==> src/rtl/sync_fifo_pro.sv <==
// Single-clock FIFO with programmable almost-full/almost-empty thresholds, occupancy count,
// synchronous flush, sticky overflow/underflow flags and show-ahead or registered read output.
module sync_fifo_pro #(
    parameter int DATA_W     = 32,
    parameter int DEPTH      = 16,
    parameter int SHOW_AHEAD = 1,
    localparam int CNT_W     = $clog2(DEPTH + 1)
) (
    input  logic              clk,
    input  logic              reset,
    input  logic              flush,
    input  logic              wr_en,
    input  logic [DATA_W-1:0] wr_data,
    output logic              full,
    output logic              almst_full,
    input  logic              rd_en,
    output logic [DATA_W-1:0] rd_data,
    output logic              rd_valid,
    output logic              empty,
    output logic              almst_empty,
    input  logic [CNT_W-1:0]  upp_th,
    input  logic [CNT_W-1:0]  low_th,
    output logic [CNT_W-1:0]  count,
    output logic              overflow,
    output logic              underflow,
    input  logic              err_clr
);

    localparam int               PTR_W     = $clog2(DEPTH);
    localparam logic [PTR_W-1:0] LAST_PTR  = PTR_W'(DEPTH - 1);
    localparam logic [CNT_W-1:0] DEPTH_CNT = CNT_W'(DEPTH);

    // Handshake: a write is taken at the rising edge when wr_en=1, full=0 and flush=0.
    // Show-ahead: rd_valid=1 presents the head word; rd_en=1 while rd_valid=1 pops it.
    // Registered: an accepted rd_en returns the word with rd_valid=1 on the next cycle only.

    logic [DATA_W-1:0] mem [DEPTH];
    logic [PTR_W-1:0]  wr_ptr;
    logic [PTR_W-1:0]  rd_ptr;
    logic              wr_acc;
    logic              rd_acc;

    function automatic logic [PTR_W-1:0] ptr_inc(input logic [PTR_W-1:0] ptr);
        return (ptr == LAST_PTR) ? '0 : ptr + 1'b1;
    endfunction

    assign full   = (count == DEPTH_CNT);
    assign empty  = (count == '0);
    assign wr_acc = wr_en && !full && !flush;
    assign rd_acc = rd_en && !empty && !flush;

    // Thresholds act immediately; the explicit terms cover the forced cases.
    assign almst_full  = (upp_th == '0) || (count >= upp_th);
    assign almst_empty = (low_th >= DEPTH_CNT) || (count <= low_th);

    always_ff @(posedge clk) begin
        if (wr_acc) begin
            mem[wr_ptr] <= wr_data;
        end
    end

    always_ff @(posedge clk or negedge reset) begin
        if (!reset) begin
            wr_ptr <= '0;
            rd_ptr <= '0;
        end else if (flush) begin
            wr_ptr <= '0;
            rd_ptr <= '0;
        end else begin
            if (wr_acc) begin
                wr_ptr <= ptr_inc(wr_ptr);
            end
            if (rd_acc) begin
                rd_ptr <= ptr_inc(rd_ptr);
            end
        end
    end

    always_ff @(posedge clk or negedge reset) begin
        if (!reset) begin
            count <= '0;
        end else if (flush) begin
            count <= '0;
        end else begin
            case ({wr_acc, rd_acc})
                2'b10:   count <= count + 1'b1;
                2'b01:   count <= count - 1'b1;
                default: count <= count;
            endcase
        end
    end

    // A new error event in the same cycle as err_clr keeps the flag set.
    always_ff @(posedge clk or negedge reset) begin
        if (!reset) begin
            overflow  <= 1'b0;
            underflow <= 1'b0;
        end else begin
            if (wr_en && full && !flush) begin
                overflow <= 1'b1;
            end else if (err_clr) begin
                overflow <= 1'b0;
            end
            if (rd_en && empty && !flush) begin
                underflow <= 1'b1;
            end else if (err_clr) begin
                underflow <= 1'b0;
            end
        end
    end

    generate
        if (SHOW_AHEAD != 0) begin : g_show_ahead
            assign rd_data  = mem[rd_ptr];
            assign rd_valid = !empty;
        end else begin : g_registered
            // rd_acc is already low during flush, which also clears rd_valid.
            always_ff @(posedge clk or negedge reset) begin
                if (!reset) begin
                    rd_data  <= '0;
                    rd_valid <= 1'b0;
                end else begin
                    rd_valid <= rd_acc;
                    if (rd_acc) begin
                        rd_data <= mem[rd_ptr];
                    end
                end
            end
        end
    endgenerate

endmodule

==> config.mk <==
export PLATFORM = sky130hd
export DESIGN_NAME = sync_fifo_pro
export DESIGN_NICKNAME = d
export VERILOG_FILES = /design/src/rtl/sync_fifo_pro.sv
export SDC_FILE = /design/constraint.sdc
export NUM_CORES = 1
export LEC_CHECK = 0
export BUFFER_PORTS_ARGS = -buffer_cell sky130_fd_sc_hd__buf_2
export CAP_MARGIN = 20
export CORE_MARGIN = 4
export CORE_UTILIZATION = 40
export DETAILED_ROUTE_END_ITERATION = 12
export PLACE_DENSITY = 0.64
export SLEW_MARGIN = 20
export SYNTH_ARGS = -nofsm -noshare
export SYNTH_HDL_FRONTEND = slang
export SYNTH_SLANG_ARGS = --single-unit
export TNS_END_PERCENT = 30
==> constraint.sdc <==
create_clock -name clk -period 14.67 [get_ports clk]
set_clock_uncertainty 0.2 [all_clocks]
set_input_delay 1.467 -clock clk [delete_from_list [all_inputs] [get_ports clk]]
set_output_delay 1.467 -clock clk [all_outputs]
set_load 0.01 [all_outputs]
==> impl_metrics.json <==
{
  "status": "complete, no violations",
  "wl_mm": 46.93,
  "synthToLayoutAreaGrowth_pct": 14.93,
  "yosys-top-cells-area": "edfxtp_1 74%, mux4_2 10%, mux2i_1 3.1%",
  "die_y_um": 235.7,
  "crit_slowest_cell": "buf_4",
  "clkSinkCount": 527,
  "synth_edf_count": 512,
  "viasPerCell": 5.561,
  "synth_seq_cells": 527,
  "grt_pass1_wl_mm": 70.21,
  "root_buffer": "clkbuf_16",
  "crit_fanout": 56,
  "grtUsageTotal_pct": 16.70,
  "hold_viol": 0,
  "postCtsHoldBufs": 0,
  "crit_required_ns": 13.00,
  "synth_top_area_share_pct": 74.10,
  "place_inst": 1777,
  "synth_cells": 1038,
  "vdd_drop_max_mv": 0.1379,
  "path_buf_inv": 2,
  "drv_slew": 0,
  "path_delay_family": "buffers and inverters",
  "dpl.hpwl_mm": 24.24,
  "insertion_delay_ns": 0.59,
  "post_cts_resized": 0,
  "max_cap_viol_count": 0,
  "wl_met2_mm": 23.42,
  "cellPowerDensity_nw_per_um2": 155.9,
  "hp-class": "flip-flop to flip-flop",
  "cts_buffer_depth": 3,
  "initial_core_util_pct": 40.44,
  "place.port_buffers": 91,
  "fin_cells": 1876,
  "overflow": 0,
  "row_count": 83,
  "wl_met1_mm": 19.99,
  "dr_total_vias": 10430,
  "cts_setup_buffers": 0,
  "power_leakage_nw": 7.616,
  "die-area_um2": 55580,
  "synth_seq_area_share_pct": 75.91,
  "synth.distinct_cells": 53,
  "drtPass1Iterations": 5,
  "ys_warn_count": 0,
  "timing.fmax_ghz": 0.1891,
  "cp_cell_sequence": "buf_4 > mux2i_1 > a221oi_1 > a21oi_1 > o21ai_0 > buf_2",
  "remaining_drc_errors": 0,
  "rsz0062_at_grt": "no",
  "htree_levels": 2,
  "cp-end-kind": "output pin",
  "period_minus_slack_ns": 5.289,
  "drtAntennaViolNets": 0,
  "synth_async_sr_flop_share_pct": 2.846,
  "grt_pass1_vias": 10790,
  "tightest_slew_ns": 1.024,
  "fin_nets": 1216,
  "routedWlPerCell_um": 25.02,
  "io_pins": 92,
  "clk_pin_slew_worst_paths_ns": 0.06,
  "max_stage_delay_ns": 0.89,
  "worstPathArrival_ns": 3.62,
  "setup_tns_ns": 0,
  "gp_congestion": 0.7065,
  "finalSetupViolCount": 0,
  "route.met3.wl_mm": 2.507,
  "antenna_found_initial": 7,
  "syn-num-nets": 1103,
  "die_w_um": 235.7,
  "grt_max_degree": 57,
  "worstSetupPathType": "flip-flop to output pin",
  "cts_tree": "yes",
  "finalCritPeriodShare_pct": 36.06,
  "avgSynthCellArea_um2": 19.99,
  "drtIter0Drc": 889,
  "topRoutingLayerUsed": "met5",
  "core_um2": 51300,
  "slew_headroom_pct": 31.70,
  "synth_flop_cell": "edfxtp_1",
  "start_kind": "flip-flop",
  "yosysTopAreaCell": "edfxtp_1",
  "drive_above_1_share_pct": 26.82,
  "cts_made_buffers": 52,
  "synth_area_um2": 20750
}
[layout make-up]
type / count / area [um^2]
fill: 4346 / 27460
sequential: 527 / 15760
multi-input combinational: 433 / 4800
clock buffer: 61 / 1335
tap: 680 / 850.8
timing repair buffer: 118 / 658.1
clock inverter: 35 / 364.1
inverter: 19 / 71.32
antenna: 3 / 7.507
[synth_stat cells, types with 5 or more instances]
| master | n |
|---|---|
| o21ai_0 | 43 |
| nor2b_1 | 6 |
| inv_1 | 17 |
| a21oi_1 | 45 |
| ha_1 | 17 |
| a221oi_1 | 32 |
| mux2i_1 | 65 |
| buf_2 | 21 |
| o211ai_1 | 5 |
| a22oi_1 | 32 |
| nand2_1 | 17 |
| edfxtp_1 | 512 |
| mux4_2 | 96 |
| clkbuf_1 | 35 |
| nor2_1 | 18 |
| dfrtp_1 | 15 |
[placed cells by master, fill, tap and decap left out, drive strengths merged, types with 3 or more instances in the layout]
cell type	count
a221oi	32
nor3	4
buf	118
a21oi	45
bufinv	6
nor2	18
o21ai	44
ha	17
inv	19
clkbuf	61
nand2b	3
nand2	17
nor2b	6
a21o	3
edfxtp	512
mux2i	66
nor4	4
mux4	96
dfrtp	15
o211ai	5
diode	3
a22oi	32
clkinv	28
nand3	4
[through the flow]
stage | setup WS, ns | util [%] | total power, mW | cell area, um^2 | hold WS, ns
6_report | 9.381 | 46.48 | 3.717 | 23850 | 0.3067
5_1_grt | 9.048 | 46.47 | 3.876 | 23840 | 0.3330
4_1_cts | 9.245 | 46.47 | 3.757 | 23840 | 0.3026
3_5_place_dp | 9.903 | 43.15 | 2.443 | 22140 | 0.2878
3_3_place_gp | 9.891 | 43.12 | 2.433 | 22120 | 0.2764
2_1_floorplan | 8.788 | - | 2.252 | 20750 | 0.3311
[registers in the layout, summed over array words and instances (netlist names)]
register,count
underflow,1
overflow,1
mem,512
count,5
rd_ptr,4
wr_ptr,4
[final timing paths]
path / endpoint / slack (ns) / startpoint / depth (start not counted)
max: rd_data[31] / 9.38 / rd_ptr[0] / 6
min: overflow / 0.31 / overflow / 1
max reg2reg: mem[1][6] / 11.30 / count[2] / 5
min reg2reg: overflow / 0.31 / overflow / 1
max in group asynchronous: rd_ptr[1] / 13.36 / reset / 1
min in group asynchronous: count[4] / 0.59 / reset / 1
[power by group]
group	total (mW)	leakage, nW	internal, mW	switching (mW)
clock network	1.32	0.829	0.759	0.557
registers	1.74	4.81	1.68	0.0611
logic	0.659	1.98	0.326	0.333
total	3.72	7.62	2.77	0.951
[kinds of logic after synthesis]
family / share of synthesized area [%]
AOI/OAI and AO/OA: 5.609
xor gates and xnor gates: 0.1267
and+or+nand+nor: 1.924
DFF: 75.91
adders and majority gates: 1.025
muxes: 13.81
buffers and inverters: 1.592
[layer usage]
metal  up-vias  global-route usage [%]
met1      5475                   23.01
met2       304                   27.55
met3        76                   3.022
li1       4570                       -
met5         -                       0
met4         8                   4.787
Power figures use the tool's default switching activity.
